===== config.mk =====
export PLATFORM = sky130hd
export DESIGN_NAME = eth_phy_10g_serdes_err_inj_flat
export DESIGN_NICKNAME = d
export VERILOG_FILES = /design/src/rtl/eth_phy_10g_pkg.sv /design/src/rtl/eth_phy_10g_serdes_err_inj_if.sv /design/src/rtl/eth_phy_10g_lfsr32.sv /design/src/rtl/eth_phy_10g_serdes_err_inj.sv /design/src/flat_wrapper.sv
export SDC_FILE = /design/constraint.sdc
export NUM_CORES = 1
export LEC_CHECK = 0
export ABC_AREA = 1
export BUFFER_PORTS_ARGS = -buffer_cell sky130_fd_sc_hd__buf_2
export CAP_MARGIN = 20
export CORE_MARGIN = 2
export CORE_UTILIZATION = 33
export DETAILED_ROUTE_END_ITERATION = 12
export GPL_ROUTABILITY_DRIVEN = 1
export SYNTH_ARGS = -nofsm -noshare
export SYNTH_HDL_FRONTEND = slang
export SYNTH_HIERARCHICAL = 1
export SYNTH_SLANG_ARGS = --single-unit

===== constraint.sdc =====
create_clock -name rx_clk -period 5.6 [get_ports rx_clk]
set_clock_uncertainty 0.1 [all_clocks]
set_input_delay 1.12 -clock rx_clk [delete_from_list [all_inputs] [get_ports rx_clk]]
set_output_delay 1.12 -clock rx_clk [all_outputs]
set_load 0.005 [all_outputs]

===== src/rtl/eth_phy_10g_pkg.sv =====
// Shared constants for the 10G PHY SERDES-side helpers: sync headers,
// error-injection mode encodings, injector FSM states and the LFSR polynomial.
package eth_phy_10g_pkg;

    localparam logic [1:0] SYNC_DATA = 2'b10;
    localparam logic [1:0] SYNC_CTRL = 2'b01;

    // Galois taps for x^32 + x^22 + x^2 + x + 1, right-shifting form.
    localparam logic [31:0] LFSR_POLY = 32'h8020_0003;

    typedef enum logic [1:0] {
        MODE_HDR_ONES  = 2'd0,
        MODE_HDR_ZEROS = 2'd1,
        MODE_HDR_INV   = 2'd2,
        MODE_DATA_FLIP = 2'd3
    } err_mode_t;

    typedef enum logic {
        ST_IDLE  = 1'b0,
        ST_BURST = 1'b1
    } inj_state_t;

    function automatic logic [31:0] lfsr32_step(input logic [31:0] s);
        lfsr32_step = {1'b0, s[31:1]} ^ (s[0] ? LFSR_POLY : 32'd0);
    endfunction

endpackage


===== src/rtl/eth_phy_10g_serdes_err_inj_if.sv =====
// One 66b block stream beat: payload, sync header and a valid qualifier.
interface eth_phy_10g_serdes_err_inj_if #(
    parameter int DATA_WIDTH = 64,
    parameter int HDR_WIDTH  = 2
);
    // valid marks a block on data/hdr this cycle; there is no ready, so the
    // consumer must take every beat on which valid is high.
    logic [DATA_WIDTH-1:0] data;
    logic [HDR_WIDTH-1:0]  hdr;
    logic                  valid;

    modport master (output data, output hdr, output valid);
    modport slave  (input data, input hdr, input valid);
endinterface


===== src/rtl/eth_phy_10g_lfsr32.sv =====
// 32-bit Galois LFSR with a conditional advance; rnd is the current
// (pre-advance) state. A zero seed is replaced by 1 so the register never locks up.
module eth_phy_10g_lfsr32
    import eth_phy_10g_pkg::*;
#(
    parameter logic [31:0] SEED = 32'hACE1_2345
) (
    input  logic        clk,
    input  logic        rst_n,
    input  logic        advance,
    output logic [31:0] rnd
);

    localparam logic [31:0] SEED_EFF = (SEED == 32'd0) ? 32'd1 : SEED;

    logic [31:0] lfsr_q;
    logic [31:0] lfsr_d;

    always_comb begin
        lfsr_d = lfsr_q;
        if (advance) begin
            lfsr_d = lfsr32_step(lfsr_q);
        end
    end

    always_ff @(posedge clk or negedge rst_n) begin
        if (!rst_n) begin
            lfsr_q <= SEED_EFF;
        end else begin
            lfsr_q <= lfsr_d;
        end
    end

    assign rnd = lfsr_q;

endmodule


===== src/rtl/eth_phy_10g_serdes_err_inj.sv =====
// SERDES-side 66b block error injector: one-cycle pass-through register with
// LFSR-chosen, optionally bursty header/data corruption and saturating statistics.
module eth_phy_10g_serdes_err_inj
    import eth_phy_10g_pkg::*;
#(
    parameter int          DATA_WIDTH  = 64,
    parameter int          HDR_WIDTH   = 2,
    parameter logic [31:0] LFSR_SEED   = 32'hACE1_2345,
    parameter int          COUNT_WIDTH = 32
) (
    input  logic                    rx_clk,
    input  logic                    rx_rst_n,
    eth_phy_10g_serdes_err_inj_if.slave  in_blk,
    eth_phy_10g_serdes_err_inj_if.master out_blk,
    input  logic                    cfg_enable,
    input  logic [7:0]              cfg_err_thresh,
    input  logic [3:0]              cfg_burst_len,
    input  logic [1:0]              cfg_mode,
    input  logic                    stat_clear,
    output logic [COUNT_WIDTH-1:0]  stat_pass_count,
    output logic [COUNT_WIDTH-1:0]  stat_inject_count,
    output logic                    inject_active,
    output inj_state_t              dbg_state
);

    logic [31:0] rnd;

    eth_phy_10g_lfsr32 #(
        .SEED (LFSR_SEED)
    ) u_lfsr (
        .clk     (rx_clk),
        .rst_n   (rx_rst_n),
        .advance (in_blk.valid),
        .rnd     (rnd)
    );

    logic unused_rnd;
    assign unused_rnd = ^{rnd[31:14], rnd[7]};

    inj_state_t state_q, state_d;
    logic [3:0] remaining_q, remaining_d;
    logic [3:0] eff_len;
    logic       trigger;
    logic       corrupt;

    assign eff_len = (cfg_burst_len == 4'd0) ? 4'd1 : cfg_burst_len;
    assign trigger = cfg_enable && in_blk.valid &&
                     ({1'b0, rnd[6:0]} < cfg_err_thresh);

    always_comb begin
        state_d     = state_q;
        remaining_d = remaining_q;
        corrupt     = 1'b0;
        if (!cfg_enable) begin
            state_d = ST_IDLE;
        end else if (in_blk.valid) begin
            case (state_q)
                ST_IDLE: begin
                    if (trigger) begin
                        corrupt = 1'b1;
                        if (eff_len > 4'd1) begin
                            state_d     = ST_BURST;
                            remaining_d = eff_len - 4'd1;
                        end
                    end
                end
                ST_BURST: begin
                    corrupt     = 1'b1;
                    remaining_d = remaining_q - 4'd1;
                    if (remaining_q == 4'd1) begin
                        state_d = ST_IDLE;
                    end
                end
                default: state_d = ST_IDLE;
            endcase
        end
    end

    // Corruption mux; the flipped data bit index comes from the same rnd that
    // made the trigger decision, so a reference model can predict it.
    logic [DATA_WIDTH-1:0] out_data_d, out_data_q;
    logic [HDR_WIDTH-1:0]  out_hdr_d, out_hdr_q;
    logic [DATA_WIDTH-1:0] flip_mask;

    assign flip_mask = {{(DATA_WIDTH-1){1'b0}}, 1'b1} << rnd[13:8];

    always_comb begin
        out_data_d = in_blk.data;
        out_hdr_d  = in_blk.hdr;
        if (corrupt) begin
            case (cfg_mode)
                MODE_HDR_ONES:  out_hdr_d  = '1;
                MODE_HDR_ZEROS: out_hdr_d  = '0;
                MODE_HDR_INV:   out_hdr_d  = ~in_blk.hdr;
                MODE_DATA_FLIP: out_data_d = in_blk.data ^ flip_mask;
                default:        out_hdr_d  = in_blk.hdr;
            endcase
        end
    end

    logic [COUNT_WIDTH-1:0] pass_cnt_q, pass_cnt_d;
    logic [COUNT_WIDTH-1:0] inj_cnt_q, inj_cnt_d;

    always_comb begin
        pass_cnt_d = pass_cnt_q;
        inj_cnt_d  = inj_cnt_q;
        if (stat_clear) begin
            pass_cnt_d = '0;
            inj_cnt_d  = '0;
        end else if (in_blk.valid) begin
            if (corrupt) begin
                if (inj_cnt_q != '1) inj_cnt_d = inj_cnt_q + 1'b1;
            end else begin
                if (pass_cnt_q != '1) pass_cnt_d = pass_cnt_q + 1'b1;
            end
        end
    end

    logic out_valid_q;
    logic inject_q;

    always_ff @(posedge rx_clk or negedge rx_rst_n) begin
        if (!rx_rst_n) begin
            state_q     <= ST_IDLE;
            remaining_q <= 4'd0;
            out_data_q  <= '0;
            out_hdr_q   <= '0;
            out_valid_q <= 1'b0;
            inject_q    <= 1'b0;
            pass_cnt_q  <= '0;
            inj_cnt_q   <= '0;
        end else begin
            state_q     <= state_d;
            remaining_q <= remaining_d;
            out_data_q  <= out_data_d;
            out_hdr_q   <= out_hdr_d;
            out_valid_q <= in_blk.valid;
            inject_q    <= corrupt;
            pass_cnt_q  <= pass_cnt_d;
            inj_cnt_q   <= inj_cnt_d;
        end
    end

    assign out_blk.data      = out_data_q;
    assign out_blk.hdr       = out_hdr_q;
    assign out_blk.valid     = out_valid_q;
    assign inject_active     = inject_q;
    assign stat_pass_count   = pass_cnt_q;
    assign stat_inject_count = inj_cnt_q;
    assign dbg_state         = state_q;

endmodule


===== src/flat_wrapper.sv =====
// flat-port wrapper written by rule: the top's interface ports become plain ports
module eth_phy_10g_serdes_err_inj_flat import eth_phy_10g_pkg::*;
#(
    parameter int          DATA_WIDTH  = 64,
    parameter int          HDR_WIDTH   = 2,
    parameter logic [31:0] LFSR_SEED   = 32'hACE1_2345,
    parameter int          COUNT_WIDTH = 32
)
  (rx_clk, rx_rst_n, cfg_enable, cfg_err_thresh, cfg_burst_len, cfg_mode, stat_clear, stat_pass_count, stat_inject_count, inject_active, dbg_state, in_blk_data, in_blk_hdr, in_blk_valid, out_blk_data, out_blk_hdr, out_blk_valid);
  eth_phy_10g_serdes_err_inj_if #(.DATA_WIDTH(DATA_WIDTH), .HDR_WIDTH(HDR_WIDTH)) in_blk_i ();
  eth_phy_10g_serdes_err_inj_if #(.DATA_WIDTH(DATA_WIDTH), .HDR_WIDTH(HDR_WIDTH)) out_blk_i ();
  input  logic rx_clk;
  input  logic rx_rst_n;
  input  logic cfg_enable;
  input  logic [7:0] cfg_err_thresh;
  input  logic [3:0] cfg_burst_len;
  input  logic [1:0] cfg_mode;
  input  logic stat_clear;
  output logic [COUNT_WIDTH-1:0] stat_pass_count;
  output logic [COUNT_WIDTH-1:0] stat_inject_count;
  output logic inject_active;
  output inj_state_t dbg_state;
  input wire logic [$bits(in_blk_i.data)-1:0] in_blk_data;
  input wire logic [$bits(in_blk_i.hdr)-1:0] in_blk_hdr;
  input wire logic [$bits(in_blk_i.valid)-1:0] in_blk_valid;
  output wire logic [$bits(out_blk_i.data)-1:0] out_blk_data;
  output wire logic [$bits(out_blk_i.hdr)-1:0] out_blk_hdr;
  output wire logic [$bits(out_blk_i.valid)-1:0] out_blk_valid;
  assign in_blk_i.data = in_blk_data;
  assign in_blk_i.hdr = in_blk_hdr;
  assign in_blk_i.valid = in_blk_valid;
  assign out_blk_data = out_blk_i.data;
  assign out_blk_hdr = out_blk_i.hdr;
  assign out_blk_valid = out_blk_i.valid;
  eth_phy_10g_serdes_err_inj #(.DATA_WIDTH(DATA_WIDTH), .HDR_WIDTH(HDR_WIDTH), .LFSR_SEED(LFSR_SEED), .COUNT_WIDTH(COUNT_WIDTH)) u_core (.rx_clk(rx_clk), .rx_rst_n(rx_rst_n), .in_blk(in_blk_i), .out_blk(out_blk_i), .cfg_enable(cfg_enable), .cfg_err_thresh(cfg_err_thresh), .cfg_burst_len(cfg_burst_len), .cfg_mode(cfg_mode), .stat_clear(stat_clear), .stat_pass_count(stat_pass_count), .stat_inject_count(stat_inject_count), .inject_active(inject_active), .dbg_state(dbg_state));
endmodule

Word level (Yosys, flattened, before mapping)
Cells that the tools add are included.

cells by class
  add/sub/neg operators = 4
  magnitude comparators = 2
  equal/unequal tests = 10
  shifts and indexed selects = 1
  muxes and demuxes = 27
  bitwise gates (word level) = 4
  reduce and logical (&&, ||, !) cells = 11

operators by type and width
  cell                   number
  $mux 32                9
  $mux 64                2
  $add 32x1->32 const B  2
  $ne 32x32->1 const B   2
  $shl 1x6->64 const A   1
  $xor 64x64->64         1
  $xor 31x32->32         1
  $mux 4                 3
  $lt 7x8->1             1
  $mux 1                 8
  $pmux 4 s2             1
  $reduce_bool 2->1      4
  $sub 4x1->4 const B    2
  $ne 2x1->1 const B     3
  $pmux 2 s3             1
  $reduce_and 3->1       2
  $eq 2x2->1 const B     2
  $eq 4x1->1 const B     1
  $gt 4x1->1 const B     1
  $logic_not 4->1        1
  $pmux 1 s2             2
  $reduce_and 4->1       1
  $eq 2x1->1 const B     1
  $logic_and 1x1->1      2
  other kinds (5)        5

word-level totals
  bits in registers = 169
  bits of input ports = 85

Depth between registers and ports, before layout
Gate-level depths: netlist (run 1).

  word-level depth = 9
  gate-level depth with buffers = 14
  depth with buffers taken out = 13

Hierarchy
Netlist (run 1), hierarchy kept.

modules (own cells, without submodules)
  module                      instances  cells an instance  area an instance (um^2)  seq. area each (um^2)
  eth_phy_10g_serdes_err_inj  1          1264               9165.0                   3428.3
  eth_phy_10g_lfsr32          1          141                1266.2                   818.3

Least setup slack after synthesis (run 1)
OpenSTA, ideal clock, no wires.

  kind = input -> register
  start point = in cfg_err_thresh[6]
  end point = reg u_core.out_data_q[45] (netlist: u_core/out_blk.data[45])
  arrival = 2.521 ns
  path slack = 2.900 ns
  stages on the path = 13
  cell sequence = inv_1 ha_1 nand2_1 inv_2 and3_1 nor2_1 nand2_2 nand2_2 nand2_4 buf_6 buf_6 nor2_4 xor2_1

on the way
  cells in the longest elaborated chain, start to end = 7

ends and longest elaborated chain
  element                    RTL line                           RTL
  from (decl)                flat_wrapper.sv:15                 input logic [7:0] cfg_err_thresh;
  $lt 7x8->1                 eth_phy_10g_serdes_err_inj.sv:48   ({1'b0, rnd[6:0]} < cfg_err_thresh);
  $logic_and 1x1->1          eth_phy_10g_serdes_err_inj.sv:47   assign trigger = cfg_enable && in_blk.valid &&
  $mux 1                     eth_phy_10g_serdes_err_inj.sv:59   if (trigger) begin
  $pmux 1 s2                 eth_phy_10g_serdes_err_inj.sv:57   case (state_q)
  $mux 1                     eth_phy_10g_serdes_err_inj.sv:56   end else if (in_blk.valid) begin
  $mux 1                     eth_phy_10g_serdes_err_inj.sv:54   if (!cfg_enable) begin
  $mux 64                    eth_phy_10g_serdes_err_inj.sv:90   if (corrupt) begin
  net u_core.out_data_d[45]  eth_phy_10g_serdes_err_inj.sv:81   logic [DATA_WIDTH-1:0] out_data_d, out_data_q;
  to (signal assigned)       eth_phy_10g_serdes_err_inj.sv:135  out_data_q <= out_data_d;
  to (decl)                  eth_phy_10g_serdes_err_inj.sv:81

The timed path passes the listed nets, and every way through them passes these cells.
A chain may end at the register's enable or synchronous reset.

Worst setup path after layout (run 1)
  start point = reg u_core.pass_cnt_q[0] (netlist: u_core/stat_pass_count[0])
  end point = reg u_core.pass_cnt_q[30] (netlist: u_core/stat_pass_count[30])

on the way
  cells in the longest elaborated chain, start to end = 5
  elaborated cells on any way between the ends = 8
  those cells by class = add/sub (1); eq/ne (1); mux (4); reduce/logical (2)

ends and longest elaborated chain
  element                 RTL line                           RTL
  from (decl)             eth_phy_10g_serdes_err_inj.sv:101  logic [COUNT_WIDTH-1:0] pass_cnt_q, pass_cnt_d;
  from (signal assigned)  eth_phy_10g_serdes_err_inj.sv:139  pass_cnt_q <= pass_cnt_d;
  $add 32x1->32           eth_phy_10g_serdes_err_inj.sv:114  if (pass_cnt_q != '1) pass_cnt_d = pass_cnt_q + 1'b1;
  $mux 32                 eth_phy_10g_serdes_err_inj.sv:114
  $mux 32                 eth_phy_10g_serdes_err_inj.sv:111  if (corrupt) begin
  $mux 32                 eth_phy_10g_serdes_err_inj.sv:110  end else if (in_blk.valid) begin
  $mux 32                 eth_phy_10g_serdes_err_inj.sv:107  if (stat_clear) begin

Parallel ways exist; a longest one is shown, timed or not. The select of a mux whose other input is x is not followed.

==> out/metrics.csv, run 1 <==
metric,value,unit
status,completed,
CP Launch Type,flip-flop,
Post-Synth Simple-Gate Area,37.6,%
worst slew pin tran,0.900,ns
Worst EP required,5.87,ns
maximum VDD drop,197,uV
# DRC,0,
worst-skew pair later-pin latency,0.44,ns
Port Buf Inserts,217,
final slew viol count,0,
terminus of the critical flop-to-flop path,u_core/stat_pass_count[30],
clk root buf,clkbuf_16,
Crit. End Element,flip-flop,
crit path kind,flip-flop to flip-flop,
CTS Buf Count,17,
Post-synth ARST share,100,%
Ys Warns,6,
max-cap viol count,0,
vias in the first global route,9469,
DRT antenna net count,0,
FF+latch area,4250,um^2
area grow syn2layout,18.1,%
min cycle time layout,3.27,ns
num rows,65,
Most used DFF post-synth,dfrtp_1,
worst hold endpoint,u_core/u_lfsr/rnd[16],
initial DRC count,523,
hold path start,u_core/u_lfsr/rnd[16],
hpwl dp,21.2,mm
Mean Syn Cell Area,7.42,um^2
htree depth,4,
Synth Area in Adders,1.44,%
maximum fanout along the worst path,33,
R2R Path Start,u_core/stat_pass_count[0],
Area after DPL,11700,um^2
HP Class,flip-flop to flip-flop,
Clock transition at path regs,0.08,ns
Slew headroom,40.0,%
# diodes,0,
xor and xnor fraction of the mapped netlist area,8.14,%
final non-filler cell area,12300,um^2
r2r setup slk,2.33,ns
CTS tree,built,
main combinational cell family by area after synthesis,simple AND/OR/NAND/NOR gates,
CP Data Arrival Time,3.54,ns
total number of vias,9559,
largest net degree at the start of global routing,95,
first-pass GRT wire length,49.2,mm
final WL,29.9,mm
# fillers,3228,
Cell variety after synth,44,
Final Hold Fails,0,
hold path depth,2,
die area,33000,um^2
Die H,182,um
CTS Buffer Depth,2,
f_max,306,MHz
mux share of post-synthesis cell area,2.40,%
Final Net Count,1684,
die width,182,um
routed vias/inst,4.77,
total grt overflow,0,
Post-synth EDFFs,0,
register area share after synthesis,40.7,%
RePlAce Congestion,0.878,
most frequent cells in the layout,"nand2_1, nor2_1, buf_2",
"flops & latches, synth",169,
Mapped Nets,1502,
postcts setup bufs,0,
Initial Util,33.3,%
final setup TNS,0,ns
Mapped Area,10400,um^2
area of the multi-input gates,5490,um^2
core area,31300,um^2
compound-cell area share of the yosys netlist,3.07,%
final worst path period share,58.3,%
post-cts gate resize count,0,
I/O pin total,218,
CTS hold repair buffers,0,
initial antenna violation count,0,
Total GRT Usage,18.5,%
layout cells sized above 1,20.4,%
Routed WL per cell,14.9,um
final setup fails,0,
"most common cell after layout, fill and taps aside",nand2_1,
Mapped Cells,1405,
Sink Count,169,
Leakage,6.12,nW
Initial DRT Pass Iterations,5,
Power Density,250,nW/um^2
RSZ-0062 raised after global routing,no,
R2R depth,9,
==> stage by stage <==
stage	cells	worst slack (ns)	util, %	power (mW)	hold WS, ns
after CTS	2002	2.39	39.4	3.13	0.366
after global placement	1970	1.95	37.5	1.87	0.353
after global routing	2002	2.02	39.4	3.26	0.387
after detailed placement	1970	1.91	37.5	1.88	0.353
after floorplan	1405	2.90	-	1.70	0.339
final	2002	2.33	39.4	3.08	0.363
==> worst max path at each step <==
stage | depth (start not counted) | start | to | slack, ns
3_3_place_gp | 11 | in_blk_valid | u_core/out_blk.hdr[1] | 1.95
3_5_place_dp | 11 | in_blk_valid | u_core/out_blk.data[62] | 1.91
6_report | 9 | u_core/stat_pass_count[0] | u_core/stat_pass_count[30] | 2.33
2_1_floorplan | 13 | cfg_err_thresh[6] | u_core/out_blk.data[45] | 2.90
4_1_cts | 11 | in_blk_valid | u_core/out_blk.data[6] | 2.39
5_1_grt | 9 | u_core/stat_pass_count[0] | u_core/stat_pass_count[6] | 2.02
==> report_power, final <==
group          switching, mW  leakage [nW]  internal [mW]  total (mW)
clock                  0.588         0.292          0.639        1.23
combinational          0.284          3.69          0.153       0.437
sequential            0.0834          2.13           1.33        1.42
total                  0.955          6.12           2.13        3.08
==> layer usage <==
layer | up-vias | routed length [um] | global-route usage (%)
met5 | - | 0 | 0
met4 | 0 | 440 | 5.30
met3 | 36 | 1740 | 4.27
met2 | 265 | 14100 | 30.7
met1 | 4446 | 13600 | 24.2
li1 | 4812 | - | -
==> cell families after synthesis <==
logic type | Yosys count
simple gates | 896
flops | 169
buf+inv | 149
xor+xnor | 97
compound gates | 57
mux | 25
fa+ha+maj | 12
==> area by class of cell <==
type,count,area share [%]
Clock buffer,17,3.45
Clock inverter,15,1.30
Inverter,85,2.59
Multi-Input combinational cell,1087,44.5
Sequential cell,169,34.5
Tap cell,402,4.08
Timing Repair Buffer,227,9.58
==> cell usage after synthesis (3+ instances only) <==
library cell	count	area share [%]
buf_2	24	1.2
nand2_2	6	0.36
inv_1	79	2.8
dfstp_2	14	3.5
dfrtp_1	155	37
inv_2	5	0.18
xnor2_1	17	1.4
buf_4	4	0.29
mux2i_1	25	2.4
nor2_2	3	0.18
o21ai_0	33	1.6
nor3_1	15	0.72
a21boi_0	4	0.29
ha_1	12	1.4
o21ai_1	12	0.58
clkbuf_1	24	0.86
buf_6	6	0.65
nand4_1	53	3.2
nand3_1	77	3.7
nor2_1	230	8.3
xor2_1	80	6.7
nand3_2	18	1.7
nor2_4	13	1.4
nand2_1	470	17
==> registers in the layout, summed over array words and instances, names as in the netlist <==
| register | flops |
|---|---|
| u_core/out_blk.valid | 1 |
| u_core/inject_active | 1 |
| u_core/out_blk.data | 64 |
| u_core/remaining_q | 4 |
| u_core/out_blk.hdr | 2 |
| u_core/dbg_state | 1 |
| u_core/stat_inject_count | 32 |
| u_core/u_lfsr/rnd | 32 |
| u_core/stat_pass_count | 32 |
==> critical path, stage by stage (launching register included) <==
cell and delay (ns):
dfrtp_1 0.45, ha_1 0.30, inv_2 0.08, nor2_4 0.18, nand2_1 0.16, nor2_2 0.21
nand3_2 0.64, nand3_2 0.86, nand2_1 0.12, nand2_1 0.09
Power figures use the tool's default switching activity.
==> run 2, diff against run 1 <==
- clock period: 5.6 -> 3.1 ns (I/O delays scaled with it)
==> run 2 against run 1 <==
Net effect:
- global-route usage is 0.13 points lower
- first-iteration DRC count up 1.7%
- setup slack got worse by 1.7 ns
- critical endpoint is now u_core/stat_inject_count[14]
==> out/metrics.csv, run 2 (synthesis results as in run 1) <==
metric,value,unit
CP bufs+invs,1,
first-pass GRT wire length,48.7,mm
maximum fanout along the worst path,26,
Total GRT Usage,18.4,%
hold path depth,2,
worst-skew pair later-pin latency,0.44,ns
final slew viol count,0,
CP most frequent cell,nand2_2,
final setup fails,0,
"Core Util, Final",40.0,%
Seq pwr share,43.6,%
total number of vias,9641,
CP Launch Type,flip-flop,
Initial DRT Pass Iterations,6,
Largest register FFs,64,
HP Class,primary input to flip-flop,
Internal Power,4.25,mW
postcts setup bufs,0,
Sink Count,169,
min cycle time layout,2.46,ns
routed vias/inst,4.79,
f_max,406,MHz
final worst path period share,79.5,%
worst-path cell chain,"ha_1, nand2_1, inv_2, and3_1, nor2_1, nand2_2, nand2_2, nand2_4, nand2_2, nand3_1, nand2_1",
maximum VDD drop,345,uV
initial DRC count,532,
crit path kind,flip-flop to flip-flop,
num rows,65,
final WL,30.1,mm
Initial Util,33.3,%
vias in the first global route,9308,
final setup TNS,0,ns
Power Density,467,nW/um^2
CTS Buffer Depth,2,
Final Hold Fails,0,
FF+latch area,4250,um^2
CTS tree,built,
Final Net Count,1696,
Clock power frac,42.6,%
total grt overflow,0,
hpwl dp,21.6,mm
core area,31300,um^2
"most common cell after layout, fill and taps aside",nand2_1,
htree depth,4,
RePlAce Congestion,0.910,
Routed WL per cell,15.0,um
Crit. End Element,flip-flop,
status,completed,
Switch Pwr,1.60,mW
max-cap viol count,0,
Die H,182,um
CTS Buf Count,17,
WP depth,11,
CP Data Arrival Time,2.74,ns
most frequent cells in the layout,"nand2_1, nor2_1, buf_2",
Switching Share,27.3,%
area of the multi-input gates,5490,um^2
clk root buf,clkbuf_16,
overall power,5.85,mW
# fillers,3249,
Leakage,6.20,nW
DRT antenna net count,0,
critical path's slowest cell,dfstp_2,
RSZ-0062 raised after global routing,no,
Slew headroom,52.4,%
largest net degree at the start of global routing,68,
top cell family by delay on the critical path,simple AND/OR/NAND/NOR gates,
# DRC,0,
Port Buf Inserts,217,
Max stage delay on crit path,0.56,ns
Clock transition at path regs,0.07,ns
die width,182,um
Comb power frac,13.8,%
I/O pin total,218,
post-cts gate resize count,0,
R2R depth,11,
area grow syn2layout,20.1,%
layout cells sized above 1,20.8,%
initial antenna violation count,3,
Worst EP required,3.37,ns
die area,33000,um^2
worst slew pin tran,0.714,ns
-- run 2: cell types whose count changed in the layout (fill, tap and decap cells not counted) --
cell	change
buf_4	+9
clkinv_4	+1
dlygate4sd3_1	+1
clkbuf_8	+2
bufinv_16	+5
clkinvlp_4	+4
inv_6	-11
buf_12	+2
clkbuf_1	+1
inv_8	-3
diode_2	+1
-- run 2: per-layer routing --
layer  part of all wire, %  up-vias  global-route usage, %
li1                      -     4830                      -
met1                    44     4518                   23.0
met2                    48      254                   30.8
met5                 0.096        -                      0
met4                   1.6        4                   5.69
met3                   6.4       35                   5.03
-- run 2: final cells by class --
type / instances / area share [%]
Tap cell: 402 / 4.01
Clock inverter: 11 / 1.75
Antenna cell: 1 / 0.0200
Timing Repair Buffer: 239 / 10.4
Multi-Input combinational cell: 1087 / 43.8
Sequential cell: 169 / 33.9
Clock buffer: 20 / 3.64
Inverter: 85 / 2.55
-- run 2: what timing repair did --
action | CTS | global route
hold buffers | 1 | 0
endpoints found under the hold margin | 3 | 0
setup endpoints to repair | 0 | 0
-- run 2: path summary, 6_finish.rpt --
kind / slack, ns / to / from
setup / recovery: 0.64 / u_core/stat_inject_count[14] / u_core/u_lfsr/rnd[6]
hold reg to reg: 0.36 / u_core/u_lfsr/rnd[26] / u_core/u_lfsr/rnd[27]
max in group asynchronous: 1.58 / u_core/u_lfsr/rnd[6] / rx_rst_n
min in group asynchronous: 0.57 / u_core/out_blk.data[36] / rx_rst_n
hold / removal: 0.26 / u_core/out_blk.data[26] / in_blk_data[26]
setup reg to reg: 0.64 / u_core/stat_inject_count[14] / u_core/u_lfsr/rnd[6]
-- run 2: worst register-to-register path, stage by stage (launching register included) --
cell,delay [ns]
dfstp_2,0.56
ha_1,0.24
nand2_1,0.11
inv_2,0.04
and3_1,0.13
nor2_1,0.11
nand2_2,0.11
nand2_2,0.10
nand2_4,0.17
nand2_2,0.47
nand3_1,0.16
nand2_1,0.10
-- run 2: power by group through the flow --
stage          clock, mW  sequential [mW]  combinational, mW
2_1_floorplan          0             2.54              0.526
3_3_place_gp           0             2.59              0.796
3_5_place_dp           0             2.59              0.815
4_1_cts             2.56             2.55              0.819
5_1_grt             2.63             2.58              0.926
6_report            2.49             2.55              0.809
-- run 2: per-stage QoR --
step                      cells  worst slack (ns)  hold slack (ns)  area (um^2)
after global placement     1981             0.398            0.347        11800
final                      2014             0.636            0.256        12500
after detailed placement   1981             0.351            0.354        11800
after CTS                  2013             0.598            0.228        12500
after floorplan            1405             0.900            0.224        10400
after global routing       2013             0.431            0.235        12500
